--- src/rtl/network_mul_share_ctrl.sv ---
`default_nettype none
// ============================================================================
// Module   : network_mul_share_ctrl
// Purpose  : Round-robin sharing of one pipelined 16x10 signed multiplier
//            among NUM_REQ requesters, with requester IDs carried alongside
//            the products in a tag shift register and a valid/ready result
//            port that stalls the multiplier through mul_ce.
// Options  : NETWORK_MUL_SHARE_STATS_EN enables the grant/stall counters.
// Revision : 1.0 - initial release
// ============================================================================
module network_mul_share_ctrl #(
  parameter int NUM_REQ     = 4,
  parameter int ID_W        = 2,
  parameter int MUL_LATENCY = 2
) (
  input  logic                    clk,
  input  logic                    reset,
  input  logic [NUM_REQ-1:0]      req_valid,
  input  logic [16*NUM_REQ-1:0]   req_a,
  input  logic [10*NUM_REQ-1:0]   req_b,
  output logic [NUM_REQ-1:0]      req_ready,
  input  logic                    drain,
  output logic                    idle,
  output logic [15:0]             mul_din0,
  output logic [9:0]              mul_din1,
  output logic                    mul_ce,
  input  logic [25:0]             mul_dout,
  output logic                    res_valid,
  input  logic                    res_ready,
  output logic [25:0]             res_data,
  output logic [ID_W-1:0]         res_id,
  output logic [31:0]             stat_grants,
  output logic [31:0]             stat_stalls
);

  // Pointer width kept at least 1 so a single-requester build stays legal.
  localparam int RR_W = (NUM_REQ > 1) ? $clog2(NUM_REQ) : 1;

  logic [RR_W-1:0]        rr_q;
  logic [RR_W-1:0]        rr_d;
  logic [MUL_LATENCY-1:0] tag_vld_q;
  logic [ID_W-1:0]        tag_id_q [MUL_LATENCY];
  logic [15:0]            din0_q;
  logic [9:0]             din1_q;

  logic                   gnt_any;
  logic [NUM_REQ-1:0]     gnt_oh;
  logic [ID_W-1:0]        gnt_id;
  logic [15:0]            gnt_a;
  logic [9:0]             gnt_b;
  logic                   arb_en;

  // The only reason to stall is a presented result that is not being taken.
  assign mul_ce = !(tag_vld_q[MUL_LATENCY-1] && !res_ready);

  // Reset is included so req_ready reads 0 while reset is held.
  assign arb_en = mul_ce && !drain && !reset;

  // Rotating-priority search starting at rr_q; operands fall back to the
  // held copy so the multiplier inputs do not toggle on bubble cycles.
  always_comb begin
    int idx;
    idx     = 0;
    gnt_any = 1'b0;
    gnt_oh  = '0;
    gnt_id  = '0;
    gnt_a   = din0_q;
    gnt_b   = din1_q;
    rr_d    = rr_q;
    if (arb_en) begin
      for (int k = 0; k < NUM_REQ; k++) begin
        idx = int'(rr_q) + k;
        if (idx >= NUM_REQ) begin
          idx = idx - NUM_REQ;
        end
        if (!gnt_any && req_valid[idx]) begin
          gnt_any     = 1'b1;
          gnt_oh[idx] = 1'b1;
          gnt_id      = ID_W'(idx);
          gnt_a       = req_a[16*idx +: 16];
          gnt_b       = req_b[10*idx +: 10];
          rr_d        = (idx + 1 >= NUM_REQ) ? '0 : RR_W'(idx + 1);
        end
      end
    end
  end

  // Pointer, operand hold registers and the ce-qualified tag shift register.
  always_ff @(posedge clk or posedge reset) begin
    if (reset) begin
      rr_q      <= '0;
      din0_q    <= '0;
      din1_q    <= '0;
      tag_vld_q <= '0;
      for (int s = 0; s < MUL_LATENCY; s++) begin
        tag_id_q[s] <= '0;
      end
    end else begin
      rr_q <= rr_d;
      if (gnt_any) begin
        din0_q <= gnt_a;
        din1_q <= gnt_b;
      end
      if (mul_ce) begin
        tag_vld_q[0] <= gnt_any;
        tag_id_q[0]  <= gnt_id;
        for (int s = 1; s < MUL_LATENCY; s++) begin
          tag_vld_q[s] <= tag_vld_q[s-1];
          tag_id_q[s]  <= tag_id_q[s-1];
        end
      end
    end
  end

  assign req_ready = gnt_oh;
  assign mul_din0  = gnt_a;
  assign mul_din1  = gnt_b;
  assign res_valid = tag_vld_q[MUL_LATENCY-1];
  assign res_id    = tag_id_q[MUL_LATENCY-1];
  assign res_data  = mul_dout;
  assign idle      = ~|tag_vld_q;

`ifdef NETWORK_MUL_SHARE_STATS_EN
  logic [31:0] stat_grants_q;
  logic [31:0] stat_stalls_q;

  // Free-running wrap-around event counters.
  always_ff @(posedge clk or posedge reset) begin
    if (reset) begin
      stat_grants_q <= '0;
      stat_stalls_q <= '0;
    end else begin
      if (gnt_any) begin
        stat_grants_q <= stat_grants_q + 32'd1;
      end
      if (!mul_ce) begin
        stat_stalls_q <= stat_stalls_q + 32'd1;
      end
    end
  end

  assign stat_grants = stat_grants_q;
  assign stat_stalls = stat_stalls_q;
`else
  assign stat_grants = '0;
  assign stat_stalls = '0;
`endif

endmodule
`default_nettype wire

--- config.mk ---
export PLATFORM = sky130hd
export DESIGN_NAME = network_mul_share_ctrl
export DESIGN_NICKNAME = d
export VERILOG_FILES = /design/src/rtl/network_mul_share_ctrl.sv
export SDC_FILE = /design/constraint.sdc
export NUM_CORES = 1
export LEC_CHECK = 0
export ABC_CLOCK_PERIOD_IN_PS = 5900
export CORE_MARGIN = 2
export CORE_UTILIZATION = 44
export CTS_BUF_LIST = sky130_fd_sc_hd__clkbuf_16
export CTS_CLUSTER_SIZE = 30
export DETAILED_ROUTE_END_ITERATION = 12
export MAX_ROUTING_LAYER = met4
export PLACE_DENSITY = 0.9
export SLEW_MARGIN = 20
export SYNTH_ARGS = -nofsm -noshare
export SYNTH_HDL_FRONTEND = slang
export SYNTH_SLANG_ARGS = --single-unit
export TNS_END_PERCENT = 20
--- constraint.sdc ---
create_clock -name clk -period 5.9 [get_ports clk]
set_input_delay 1.475 -clock clk [delete_from_list [all_inputs] [get_ports clk]]
set_output_delay 1.475 -clock clk [all_outputs]
set_load 0.05 [all_outputs]
# Word-level counts from Yosys, hierarchy flattened

Cells that the tools add are included.

Reduce and logical (&&, ||, !) cells: 21
Shifts and indexed selects: 8
$mul: 4
Add/subtract/negate cells: 11
Bitwise operators: 3
Multiplexer cells: 67
$lt $le $gt $ge: 16

Operators with widths:

| operator                                                            | number |
|---|---|
| two-way mux 32 bit                                                  | 8 |
| variable part select 64 x 32 -> 16 bit                              | 4 |
| variable part select 40 x 32 -> 10 bit                              | 4 |
| adder 32 x 2 -> 32 bit (second input constant)                      | 4 |
| greater-or-equal comparator 32 x 1 -> 1 bit (second input constant) | 4 |
| greater-or-equal comparator 32 x 4 -> 1 bit (second input constant) | 4 |
| less-than comparator 32 x 4 -> 1 bit (second input constant)        | 4 |
| multiplier 4 x 32 -> 31 bit (first input constant)                  | 4 |
| two-way mux 16 bit                                                  | 5 |
| two-way mux 10 bit                                                  | 5 |
| two-way mux 4 bit                                                   | 8 |
| two-way mux 2 bit                                                   | 13 |
| two-way mux 1 bit                                                   | 20 |
| OR 4 bit                                                            | 3 |
| subtractor 3 x 3 -> 4 bit (second input constant)                   | 3 |
| logical AND 1 bit                                                   | 10 |
| greater-or-equal comparator 3 bit (second input constant)           | 3 |
| binary-select mux 1 bit (select 2 bit)                              | 4 |
| demux 1 bit (select 2 bit)                                          | 4 |
| logical NOT 1 bit                                                   | 8 |
| adder 2 x 2 -> 3 bit (second input constant)                        | 2 |
| nonzero test 4 bit                                                  | 1 |
| subtractor 2 x 3 -> 4 bit (second input constant)                   | 1 |
| adder 2 x 1 -> 3 bit (second input constant)                        | 1 |
| 3 further kinds                                                     | 3 |

Word-level logic and storage cells: 136
Register bits after elaboration: 34
Input bits: 138
Output and inout bits: 125

# Longest topological paths before layout

Gate-level depths: netlist (run 1).

Depth after elaboration: 23
Depth in mapped cells: 19
Mapped depth without buffers: 13

# Worst setup path after synthesis (run 1)

No wires, ideal clock.

Kind: reg2out
From: register rr_q[0]
To: output port mul_din1[8]
Data arrival time: 5.714 ns
Slack: -1.289 ns
Cell stages (with the launch flop): 18
Required time: 4.425 ns
Path through: dfrtp_1 buf_6 buf_4 buf_2 buf_2 inv_2 ha_1 clkbuf_1 buf_2 clkbuf_1 nor2_1 fa_1 nand2_1 or4b_2 a21o_1 o22ai_1 o21ai_0 o31ai_1

Word-level cells in the longest chain between the ends: 20
Elaborated cells between the ends (all ways): 56
Classes of those cells: add/sub: 7; mul: 4; order compare: 4; shift: 4; mux: 31; reduce/logical: 6

Ends and longest elaborated chain:

| what                                                                                 | RTL line | RTL |
|---|---|---|
| start: declaration                                                                   | 39       | `logic [RR_W-1:0] rr_q;` |
| start signal: assignment                                                             | 99       | `rr_q <= rr_d;` |
| parallel branches: the longest is 18 deep, another holds multiplier 4 x 32 -> 31 bit | -        |  |
| two-way mux 10 bit (*)                                                               | 76       | `if (!gnt_any && req_valid[idx]) begin` |
| two-way mux 10 bit (*)                                                               | 70       | `if (arb_en) begin` |
| end: declaration                                                                     | 25       | `output logic [9:0] mul_din1,` |

Mark *: on every way between the ends. The select of a mux whose other input is x is not followed.

# Worst setup path after layout (run 1)

From: input port req_valid[0]
To: output port mul_din1[7]

Word-level cells in the longest chain between the ends: 17
Elaborated cells between the ends (all ways): 29
Classes of those cells: mux: 23; reduce/logical: 6

Ends and longest elaborated chain:

| what                                                 | RTL line | RTL |
|---|---|---|
| start: declaration                                   | 18       | `input logic [NUM_REQ-1:0] req_valid,` |
| binary-select mux 1 bit (select 2 bit)               | 76       |  |
| two-way mux 1 bit (not written as such) (2 in a row) | 76       |  |
| two-way mux 1 bit                                    | 76       |  |
| two-way mux 1 bit                                    | 70       |  |
| logical NOT 1 bit                                    | 76       |  |
| logical AND 1 bit                                    | 76       |  |
| two-way mux 1 bit                                    | 76       |  |
| two-way mux 1 bit                                    | 70       |  |
| logical NOT 1 bit                                    | 76       |  |
| logical AND 1 bit                                    | 76       |  |
| two-way mux 1 bit                                    | 76       |  |
| two-way mux 1 bit                                    | 70       |  |
| logical NOT 1 bit                                    | 76       |  |
| logical AND 1 bit                                    | 76       |  |
| two-way mux 10 bit (*)                               | 76       |  |
| two-way mux 10 bit (*)                               | 70       |  |

Mark *: on every way between the ends. The rest lies on a longest branch, timed or not. The select of a mux whose other input is x is not followed.

==> tab_implementation.tex, run 1 <==
\begin{tabular}{lr}
\hline
Metric & Value \\
\hline
\multicolumn{2}{l}{\textbf{Power}} \\
Seq pwr share & 5.9\% \\
Share of total power in the clock network & 4.4\% \\
Final Power & 6870 uW \\
Power density cells & approximately 640 nW/um\^{}2 \\
Switching share of total power & 54.0\% \\
Lkg Pwr & between 0.004 and 0.005 uW \\
Share of total power in combinational logic & 89.7\% \\
Power Internal & 3160 uW \\
Psw & 3710 uW \\
Max rail drop VDD & 0.254 mV \\
\multicolumn{2}{l}{\textbf{Run}} \\
MaxCap Viol Count & 0 \\
\multicolumn{2}{l}{\textbf{Clock network}} \\
Root Buffer & clkbuf\_16 \\
CTS tree & yes \\
TritonCTS buffer count & 5 \\
Clk Latency, worst-skew pair & 290 ps \\
Number of H-tree levels & 2 \\
Clk slew on worst S/H paths & 60 ps \\
Max Buffers Root-to-Sink & 2 \\
CTS Sinks & 34 \\
\multicolumn{2}{l}{\textbf{Drt}} \\
Via Count & about 9400 \\
Routed Wire Length & roughly 33 mm \\
Detailed-route DRC error count & 0 \\
Number of detailed-route iterations in the first pass & 6 \\
WL/cell & roughly 23 um \\
First-iteration detailed-routing DRC count & 1268 \\
Detail Route Antenna Nets & 0 \\
Average via count per standard cell & 6.71 \\
\multicolumn{2}{l}{\textbf{Logic synthesis}} \\
Top cells by area, synth & mux4\_2 15\%, dfrtp\_1 10\%, mux2\_2 8.8\% \\
Fraction of post-synthesis cell area in the top cell type by area & between 10\% and 20\% \\
Number of standard cells after synthesis & between 1000 and 1500 \\
Proportion of register bits with asynchronous set or reset after synthesis & 100\% \\
Average footprint of a synthesized cell & 8.34 sq um \\
Yosys top cell by area & mux4\_2 \\
Seq/Total Area, Yosys & 10.0\% \\
Synth cell types & between 70 and 80 \\
Number of enable flip-flop cells after synthesis & 0 \\
Most used DFF post-synth & dfrtp\_1 \\
Synth Register Bits & 34 \\
Synth Cell Area & 8480 sq um \\
Number of warning messages in the yosys log & 0 \\
\multicolumn{2}{l}{\textbf{Final layout}} \\
Post-route design area & 10700 sq um \\
Final-stage net count & 1295 \\
P\&R area growth vs syn & 26.0\% \\
Proportion of layout cells with a drive suffix above 1 & between 20\% and 30\% \\
Number of antenna diodes & 0 \\
\multicolumn{2}{l}{\textbf{Floorplan}} \\
Die W & 143 um \\
Core Rows & 50 \\
Ports & 263 \\
Effective utilization at floorplan & 45.0\% \\
Die area & 20400 sq um \\
Area of the core & 18800 sq um \\
Die span in y & 143 um \\
\multicolumn{2}{l}{\textbf{Setup path}} \\
Critical path's largest stage delay & 690 ps \\
Critical path launch point type & input port \\
Signal arrival time at the worst endpoint & 4320 ps \\
Category of cells accounting for the largest share of critical-path delay & buffers and inverters \\
Data required time at the worst endpoint & 4430 ps \\
Crit path buffers/inverters & 3 \\
Highest-delay cell along the critical path & mux4\_2 \\
Critical path, cell by cell & clkdlybuf4s50\_1 > mux4\_2 > or3b\_1 > buf\_4 > nor4\_2 > nand2\_1 > a32o\_2 > buf\_12 \\
Critical path fanouts, max & 16 \\
Kind of end point of the critical path & primary output \\
Crit path kind & in2out \\
\multicolumn{2}{l}{\textbf{Placed design}} \\
Global placement routability congestion & between 1 and 1.5 \\
Placed Area & 10500 sq um \\
Count of buffers from port buffering & 146 \\
Post-DP HPWL & $\sim$25 mm \\
\multicolumn{2}{l}{\textbf{Timing}} \\
Final number of hold-violating endpoints & 0 \\
Upper clock frequency limit & 0.173 GHz \\
Pin slew with the least headroom to its limit & 829 ps \\
Post-route fraction of the period consumed by the critical path & 98.2\% \\
Post-layout minimum cycle time & slightly below 6000 ps \\
Unrepaired setup endpoints after global routing & false \\
Sum of negative setup slack & 0 ps \\
Remaining max-slew budget at the tightest pin & 44.7\% \\
Layout Skew & 3.06 ps \\
Pins over their slew limit & 0 \\
Final setup vio count & 0 \\
\multicolumn{2}{l}{\textbf{GRT}} \\
Number of global-route vias before repair & 8980 \\
Initial antenna violation count & 0 \\
Total overflow reported by the global router & 0 \\
Pin count of the biggest net entering global routing & 143 \\
Global-route wire length before repair & 50.0 mm \\
Combined global-route utilization of all metal layers & 32.2\% \\
\multicolumn{2}{l}{\textbf{Status}} \\
Outcome & complete, no violations \\
\multicolumn{2}{l}{\textbf{Hold path}} \\
Type of the most critical hold path & reg2reg \\
\hline
\end{tabular}
[power groups by stage]
stage	Clock, uW	Sequential (uW)	Combinational, uW
floorplan	0	385	4090
global placement	0	411	5920
detailed placement	0	418	5970
CTS	305	413	6000
global route	314	411	6500
finish	304	402	6160
[per-stage QoR]
step / setup slack (ps) / util (%) / hold WS [ps] / std cells
floorplan: -89.9 / - / 443 / 1080
global placement: 196 / 55.7 / 461 / 1389
detailed placement: 94.7 / 55.7 / 485 / 1389
CTS: 94.8 / 56.5 / 481 / 1397
global route: 15.5 / 56.7 / 535 / 1400
finish: 108 / 56.7 / 479 / 1400
[cell families after synthesis]
| logic type | count (synthesis) | synth area share [%] |
|---|---|---|
| XOR/XNOR | 4 | 0.413 |
| AND/OR/NAND/NOR | 249 | 14.4 |
| other | 1 | 0.0442 |
| adder cells (fa/ha/maj) | 18 | 2.75 |
| flip-flops | 34 | 10.0 |
| multiplexers | 196 | 32.7 |
| AO/OA/AOI/OAI | 313 | 25.8 |
| buffers and inverters | 202 | 13.9 |
[sequential cells by signal, summed over array words and instances, names as in the netlist]
register / count
din0_q: 16
din1_q: 10
res_id: 2
rr_q: 2
tag_id_q: 2
tag_vld_q: 2
[routing by layer]
metal | part of all wire (%) | up-vias | track usage (%) | routed length [um]
met5 | 0 | - | - | 0
met3 | 10 | 132 | 3.92 | 3400
met1 | 37 | 4479 | 40.0 | 12100
li1 | - | 4081 | - | -
met2 | 48 | 704 | 52.2 | 15600
met4 | 5.1 | 0 | 15.4 | 1680
[cells in the final DEF (no fill, tap or decap), drive strengths merged, types with 15 or more instances in the layout]
cell type      instances
mux4                  58
a21oi                 41
dfrtp                 34
clkdlybuf4s50        116
a221oi                15
nor2                  61
a22oi                 28
nand2                 79
nand3                 22
mux2                  66
o211ai                15
o221ai                20
ha                    17
mux2i                 72
o21ai                 79
conb                  64
buf                  122
inv                   17
[path summary, 6_finish.rpt]
kind                              start     endpoint  slack, ps  cells after the start
max                        req_valid[0]  mul_din1[7]        110                      8
max reg2reg                     rr_q[1]    din1_q[8]       2050                     14
max in group asynchronous         reset      rr_q[0]       3840                      3
min                         tag_id_q[2]  tag_id_q[2]        480                      2
min reg2reg                 tag_id_q[2]  tag_id_q[2]        480                      2
min in group asynchronous         reset    res_id[0]       1680                      3
[cell usage after synthesis (7+ instances only)]
cell type	instances
o221ai_1	20
o2bb2ai_1	8
o21ai_0	72
mux4_2	58
o211ai_1	15
inv_1	14
mux2i_1	72
dfrtp_1	34
a211oi_1	7
nor2_1	61
or3_1	14
o22ai_1	12
buf_2	28
ha_1	17
a21oi_1	41
nor2b_1	13
a22oi_1	28
nand3_1	22
buf_4	98
nor3_1	10
nand2b_1	14
a31oi_1	10
o21ai_1	7
buf_1	9
mux2_2	66
a221oi_1	15
a311oi_1	10
clkbuf_1	49
a221o_1	13
o31ai_1	9
a22o_1	7
nand2_1	79
[repair_timing]
action	CTS	global route
resized for setup	0	7
setup buffers	0	3
endpoints found under the setup margin	0	13
hold buffers	0	0
[final cells by class]
cell class	count	area, sq um
Sequential cell	34	856
Multi-Input combinational cell	844	6800
Clock buffer	5	125
Timing Repair Buffer	238	2480
Fill cell	1678	8150
Tap cell	260	325
Clock inverter	3	37.5
Inverter	16	60.1
[worst reg2reg max path: stages, from the launching register on]
cell,delay [ps]
dfrtp_2,470
clkinv_1,170
ha_1,250
nand2_1,160
inv_1,70
ha_1,190
nor2b_1,140
fa_1,460
xor2_1,210
or4b_2,670
a21o_2,290
o22ai_1,210
o21ai_0,100
buf_4,180
o31ai_1,210
(Power assumes the default switching activity.)
==> run 2: changes to the inputs <==
ABC_AREA = 0   (was default)
PLACE_DENSITY = 0.79   (was 0.9)
==> run 2 against run 1 <==
  * Cell area increased by 0.25%
  * Via count decreased by 0.60%
  * Wire length increased by 1.7%
  * Power rose by 0.91%
  * First-iteration DRC count is 17% lower
  * Critical path type unchanged
  * Largest cell class unchanged
==> tab_implementation.tex, run 2 (synthesized netlist as in run 1, its figures left out) <==
\begin{tabular}{lr}
\hline
Metric & Value \\
\hline
\multicolumn{2}{l}{\textbf{Clock network}} \\
Number of H-tree levels & 2 (unchanged) \\
TritonCTS buffer count & 5 (unchanged) \\
CTS Sinks & 34 (unchanged) \\
CTS tree & yes \\
Clk Latency, worst-skew pair & 290 ps (about the same) \\
Max Buffers Root-to-Sink & 2 (unchanged) \\
Clk slew on worst S/H paths & 50 ps (about the same) \\
CTS Hold Bufs & 0 (unchanged) \\
Root Buffer & clkbuf\_16 \\
\multicolumn{2}{l}{\textbf{Power}} \\
Max rail drop VDD & 0.309 mV (+22\%) \\
Lkg Pwr & 0.00407 uW (+0.36\%) \\
Power density cells & 647 nW/um\^{}2 (+0.66\%) \\
\multicolumn{2}{l}{\textbf{Final layout}} \\
Register containing the most flip-flops in the final layout & din0\_q \\
Number of fill cells in the layout & 1658 (-1.2\%) \\
Most frequent standard cell in the layout excluding fill and tap cells & clkdlybuf4s50\_1 \\
Leading cell types in the layout, fill and taps excluded & 116 x clkdlybuf4s50\_1, 89 x buf\_4, 77 x nand2\_1 \\
Registers with the most flip-flops & din0\_q x16, din1\_q x10 \\
P\&R area growth vs syn & 26.3\% \\
Finished Core Util & 56.9\% (+0.14 points) \\
Post-route design area & 10700 sq um (+0.25\%) \\
Proportion of layout cells with a drive suffix above 1 & 25.1\% (+0.24 points) \\
Number of antenna diodes & 0 (unchanged) \\
Flip-flop count of the largest register, all copies and words added & 16 (unchanged) \\
Final-stage net count & 1296 (+0.077\%) \\
\multicolumn{2}{l}{\textbf{Drt}} \\
Detail Route Antenna Nets & 0 (unchanged) \\
Number of detailed-route iterations in the first pass & 6 (unchanged) \\
Via Count & 9340 (-0.60\%) \\
Routed Wire Length & 33.3 mm (+1.7\%) \\
First-iteration detailed-routing DRC count & 1048 (-17\%) \\
Average via count per standard cell & 6.67 (-0.67\%) \\
WL/cell & 23.8 um (+1.6\%) \\
Detailed-route DRC error count & 0 (unchanged) \\
\multicolumn{2}{l}{\textbf{GRT}} \\
Total overflow reported by the global router & 0 (unchanged) \\
Global-route wire length before repair & 50.4 mm (+0.84\%) \\
Initial antenna violation count & 0 (unchanged) \\
Number of global-route vias before repair & 8767 (-2.4\%) \\
Combined global-route utilization of all metal layers & 32.5\% (+0.34 points) \\
Pin count of the biggest net entering global routing & 69 (-52\%) \\
\multicolumn{2}{l}{\textbf{Timing}} \\
Final number of hold-violating endpoints & 0 (unchanged) \\
Remaining max-slew budget at the tightest pin & 44.0\% (-0.74 points) \\
Pins over their slew limit & 0 (unchanged) \\
Post-layout minimum cycle time & 5790 ps (-6.63 ps) \\
Layout Skew & 4.97 ps (+1.92 ps) \\
Pin slew with the least headroom to its limit & 840 ps (+11.0 ps) \\
Unrepaired setup endpoints after global routing & false \\
Final setup vio count & 0 (unchanged) \\
Sum of negative setup slack & 0 ps (unchanged) \\
Upper clock frequency limit & 0.173 GHz (+0.11\%) \\
Post-route fraction of the period consumed by the critical path & 98.1\% (-0.11 points) \\
\multicolumn{2}{l}{\textbf{Setup path}} \\
Signal arrival time at the worst endpoint & 4310 ps (about the same) \\
Kind of end point of the critical path & primary output \\
Crit path kind & in2out \\
Data required time at the worst endpoint & 4430 ps (about the same) \\
Critical path launch point type & input port \\
Critical path fanouts, max & 13 (-3) \\
\multicolumn{2}{l}{\textbf{Floorplan}} \\
Ports & 263 (unchanged) \\
Area of the core & 18800 sq um (unchanged) \\
Core Rows & 50 (unchanged) \\
Die area & 20400 sq um (unchanged) \\
Die W & 143 um (unchanged) \\
Die span in y & 143 um (unchanged) \\
Effective utilization at floorplan & 45.0\% (unchanged) \\
\multicolumn{2}{l}{\textbf{Placed design}} \\
Count of buffers from port buffering & 146 (unchanged) \\
Global placement routability congestion & 1.06 (+2.6\%) \\
Post-DP HPWL & 25.1 mm (+1.1\%) \\
Placed Area & 10500 sq um (+0.38\%) \\
\multicolumn{2}{l}{\textbf{Status}} \\
Outcome & complete, no violations \\
\multicolumn{2}{l}{\textbf{Hold path}} \\
Type of the most critical hold path & reg2reg \\
\multicolumn{2}{l}{\textbf{Run}} \\
MaxCap Viol Count & 0 (unchanged) \\
\hline
\end{tabular}
[run 2: changes by cell type in the layout (fill, tap and decap cells not counted), sizes merged]
cell | before | now
inv | 17 | 16
clkinv | 1 | 3
buf | 122 | 123
bufinv | 1 | 0
[run 2: repair_timing]
action	4_1_cts	5_1_grt
endpoints found under the setup margin	0	18
resized for setup	0	8
buffers inserted	0	2
[run 2: metal layers]
metal  wire (um)  global-route usage, %  vias up
li1            -                      -     4074
met1       12800                   41.5     4511
met2       15800                   52.4      656
met3        3460                   4.63       99
met4        1350                   12.5        0
met5           0                      -        -
[run 2: worst max-delay path: stages]
cell and delay [ps]:
clkdlybuf4s50_1 550, mux4_2 680, buf_4 230, nor4b_2 310
buf_4 220, o31a_1 150, o221a_1 170, nor2_1 60
a32o_2 310, buf_12 160
[run 2: through the flow]
| stage | setup slack (ps) | std cells | hold WS (ps) | power (uW) |
|---|---|---|---|---|
| floorplan | -89.9 | 1080 | 443 | 4470 |
| global placement | 47.4 | 1391 | 472 | 6450 |
| detailed placement | 14.6 | 1391 | 473 | 6490 |
| CTS | 5.74 | 1399 | 491 | 6770 |
| global route | 10.7 | 1401 | 517 | 7290 |
| finish | 115 | 1401 | 484 | 6930 |
[run 2: worst paths after layout]
| kind | from | endpoint | slack [ps] | cells after the start |
|---|---|---|---|---|
| min | tag_id_q[3] | tag_id_q[3] | 480 | 2 |
| min reg2reg | tag_id_q[3] | tag_id_q[3] | 480 | 2 |
| max | req_valid[3] | mul_din1[7] | 110 | 10 |
| max reg2reg | rr_q[1] | din1_q[8] | 1960 | 13 |
| min in group asynchronous | reset | res_id[0] | 1670 | 3 |
| max in group asynchronous | reset | rr_q[0] | 3850 | 3 |
[run 2: layout make-up]
type / count / area, sq um / share of cell area (%)
timing repair buffer: 239 / 2510 / 23.4
sequential: 34 / 856 / 7.99
inverter: 16 / 60.1 / 0.561
clock inverter: 3 / 12.5 / 0.117
multi-input combinational: 844 / 6820 / 63.7
tap: 260 / 325 / 3.04
clock buffer: 5 / 125 / 1.17
[run 2: where the power goes]
group | switching, uW | internal, uW
combinational | 3600 | 2660
sequential | 73.2 | 339
clock | 103 | 153
==> run 3: changes to the inputs <==
CTS_BUF_LIST = default   (was sky130_fd_sc_hd__clkbuf_16)
==> run 3 against run 2 <==
  * Critical path type unchanged
  * First-iteration DRC count down 5.2%
  * Largest power group unchanged
  * Setup slack worse by 21 ps
  * Flip-flop and latch count unchanged
  * Register-to-register slack better by 20 ps
  * Largest cell class unchanged
  * Cell count unchanged
  * Combinational power about the same
  * Highest routed layer unchanged
==> tab_implementation.tex, run 3 (synthesized netlist as in run 1, its figures left out) <==
\begin{tabular}{lr}
\hline
Metric & Value \\
\hline
\multicolumn{2}{l}{\textbf{Status}} \\
Outcome & complete, no violations \\
\multicolumn{2}{l}{\textbf{Setup path}} \\
Crit path kind & in2out \\
Highest-delay cell along the critical path & mux4\_2 \\
Signal arrival time at the worst endpoint & 4330 ps (+20 ps) \\
Critical path launch point type & input port \\
Data required time at the worst endpoint & 4430 ps (about the same) \\
Critical path's largest stage delay & 680 ps (about the same) \\
Critical path, cell by cell & clkdlybuf4s50\_1 > mux4\_2 > buf\_4 > nor2\_1 > nand3\_1 > o41ai\_1 > a31oi\_2 > buf\_12 \\
Critical path fanouts, max & 13 (unchanged) \\
Kind of end point of the critical path & primary output \\
\multicolumn{2}{l}{\textbf{Clock network}} \\
Root Buffer & clkbuf\_16 \\
Number of H-tree levels & 2 (unchanged) \\
TritonCTS buffer count & 5 (unchanged) \\
CTS tree & yes \\
Max Buffers Root-to-Sink & 2 (unchanged) \\
Clk Latency, worst-skew pair & 280 ps (about the same) \\
Clk slew on worst S/H paths & 50 ps (about the same) \\
CTS Sinks & 34 (unchanged) \\
\multicolumn{2}{l}{\textbf{Placed design}} \\
Global placement routability congestion & 1.06 (unchanged) \\
Count of buffers from port buffering & 146 (unchanged) \\
Post-DP HPWL & 25.1 mm (unchanged) \\
\multicolumn{2}{l}{\textbf{Floorplan}} \\
Die span in y & 143 um (unchanged) \\
Die area & 20400 sq um (unchanged) \\
Die W & 143 um (unchanged) \\
Ports & 263 (unchanged) \\
Effective utilization at floorplan & 45.0\% (unchanged) \\
Area of the core & 18800 sq um (unchanged) \\
Core Rows & 50 (unchanged) \\
\multicolumn{2}{l}{\textbf{Final layout}} \\
Multi-input gate area & 6810 sq um (-0.11\%) \\
Flip-flop count of the largest register, all copies and words added & 16 (unchanged) \\
Most frequent standard cell in the layout excluding fill and tap cells & clkdlybuf4s50\_1 \\
Proportion of layout cells with a drive suffix above 1 & 25.1\% (unchanged) \\
Final-stage net count & 1296 (unchanged) \\
Storage cell area & 856 sq um (unchanged) \\
Number of fill cells in the layout & 1659 (+0.060\%) \\
P\&R area growth vs syn & 26.4\% (about the same) \\
Finished Core Util & 56.9\% (about the same) \\
Registers with the most flip-flops & din0\_q x16, din1\_q x10 \\
Leading cell types in the layout, fill and taps excluded & 116 x clkdlybuf4s50\_1, 89 x buf\_4, 77 x nand2\_1 \\
Number of antenna diodes & 0 (unchanged) \\
Register containing the most flip-flops in the final layout & din0\_q \\
\multicolumn{2}{l}{\textbf{Power}} \\
Seq pwr share & 5.9\% (about the same) \\
Share of total power in the clock network & 3.9\% (+0.2 points) \\
Lkg Pwr & 0.00407 uW (about the same) \\
Switching share of total power & 54.3\% (-0.13 points) \\
Power Internal & 3170 uW (+0.41\%) \\
Final Power & 6940 uW (+0.12\%) \\
Psw & 3770 uW (-0.13\%) \\
Power density cells & 647 nW/um\^{}2 (about the same) \\
Share of total power in combinational logic & 90.2\% (-0.2 points) \\
Max rail drop VDD & 0.308 mV (-0.39\%) \\
\multicolumn{2}{l}{\textbf{Timing}} \\
Post-layout minimum cycle time & 5810 ps (+21.0 ps) \\
Unrepaired setup endpoints after global routing & false \\
Upper clock frequency limit & 0.172 GHz (-0.36\%) \\
Layout Skew & 3.06 ps (-1.91 ps) \\
Pins over their slew limit & 0 (unchanged) \\
Final setup vio count & 0 (unchanged) \\
Sum of negative setup slack & 0 ps (unchanged) \\
Remaining max-slew budget at the tightest pin & 44.4\% (+0.37 points) \\
Final number of hold-violating endpoints & 0 (unchanged) \\
Post-route fraction of the period consumed by the critical path & 98.4\% (+0.36 points) \\
Pin slew with the least headroom to its limit & 835 ps (-5.55 ps) \\
\multicolumn{2}{l}{\textbf{GRT}} \\
Grt met1 use & 41.4\% (-0.13 points) \\
Combined global-route utilization of all metal layers & 32.6\% (+0.066 points) \\
Number of global-route vias before repair & 8771 (+0.046\%) \\
Initial antenna violation count & 0 (unchanged) \\
Met2 track utilization from global routing & 52.4\% (about the same) \\
Global Route met3 Usage & 4.96\% (+0.34 points) \\
Pin count of the biggest net entering global routing & 69 (unchanged) \\
Total overflow reported by the global router & 0 (unchanged) \\
Global-route wire length before repair & 50.6 mm (+0.27\%) \\
Busiest grt layer & met2 \\
\multicolumn{2}{l}{\textbf{Drt}} \\
Routed Wire Length & 33.3 mm (about the same) \\
Detail Route Antenna Nets & 0 (unchanged) \\
Number of detailed-route iterations in the first pass & 5 (-1) \\
Detailed-route DRC error count & 0 (unchanged) \\
First-iteration detailed-routing DRC count & 993 (-5.2\%) \\
Via Count & 9305 (-0.37\%) \\
Average via count per standard cell & 6.64 (-0.37\%) \\
WL/cell & 23.8 um (about the same) \\
\multicolumn{2}{l}{\textbf{Run}} \\
MaxCap Viol Count & 0 (unchanged) \\
\multicolumn{2}{l}{\textbf{Hold path}} \\
Type of the most critical hold path & reg2reg \\
\hline
\end{tabular}
## run 3: final timing paths
check	from	endpoint	slack, ps	depth (start not counted)
setup / recovery	req_valid[3]	mul_din1[5]	90	8
hold / removal	tag_id_q[3]	tag_id_q[3]	480	2
setup reg to reg	rr_q[1]	din1_q[7]	1980	13
hold reg to reg	tag_id_q[3]	tag_id_q[3]	480	2
max in group asynchronous	reset	rr_q[0]	3860	3
min in group asynchronous	reset	res_id[0]	1670	3
## run 3: repair_timing
action,4_1_cts,5_1_grt
resized for setup,0,7
endpoints found under the setup margin,0,18
setup buffers,0,2
hold buffers,0,0
## run 3: layout make-up
class                           instances  area share (%)
Sequential cell                        34            7.99
Timing Repair Buffer                  239            23.4
Clock inverter                          1          0.0467
Inverter                               16           0.561
Multi-Input combinational cell        844            63.6
Clock buffer                            7            1.33
Tap cell                              260            3.04
## run 3: layer usage
metal	share of wire, %	wire length (um)
met5	0	0
met4	4.5	1500
met3	10	3410
met2	47	15700
met1	38	12700
## run 3: worst max-delay path, delay by kind of cell
kind                   cells  cell delay, ps
buffers and inverters      3             980
and+or+nand+nor            2             480
AOI/OAI and AO/OA          2             710
muxes                      1             680
## run 3: power by group through the flow
stage / registers (uW) / clock network, uW / logic [uW]
after floorplan: 385 / 0 / 4090
after global placement: 416 / 0 / 6030
after detailed placement: 420 / 0 / 6070
after CTS: 418 / 272 / 6090
after global routing: 421 / 281 / 6600
final: 411 / 271 / 6250
## run 3: metrics by stage
step,worst slack [ps],hold slack [ps],instances,instance area (sq um)
after floorplan,-89.9,443,1080,8800
after global placement,47.4,472,1391,10500
after detailed placement,14.6,473,1391,10500
after CTS,5.74,491,1399,10700
after global routing,8.28,517,1401,10700
final,93.6,484,1401,10700
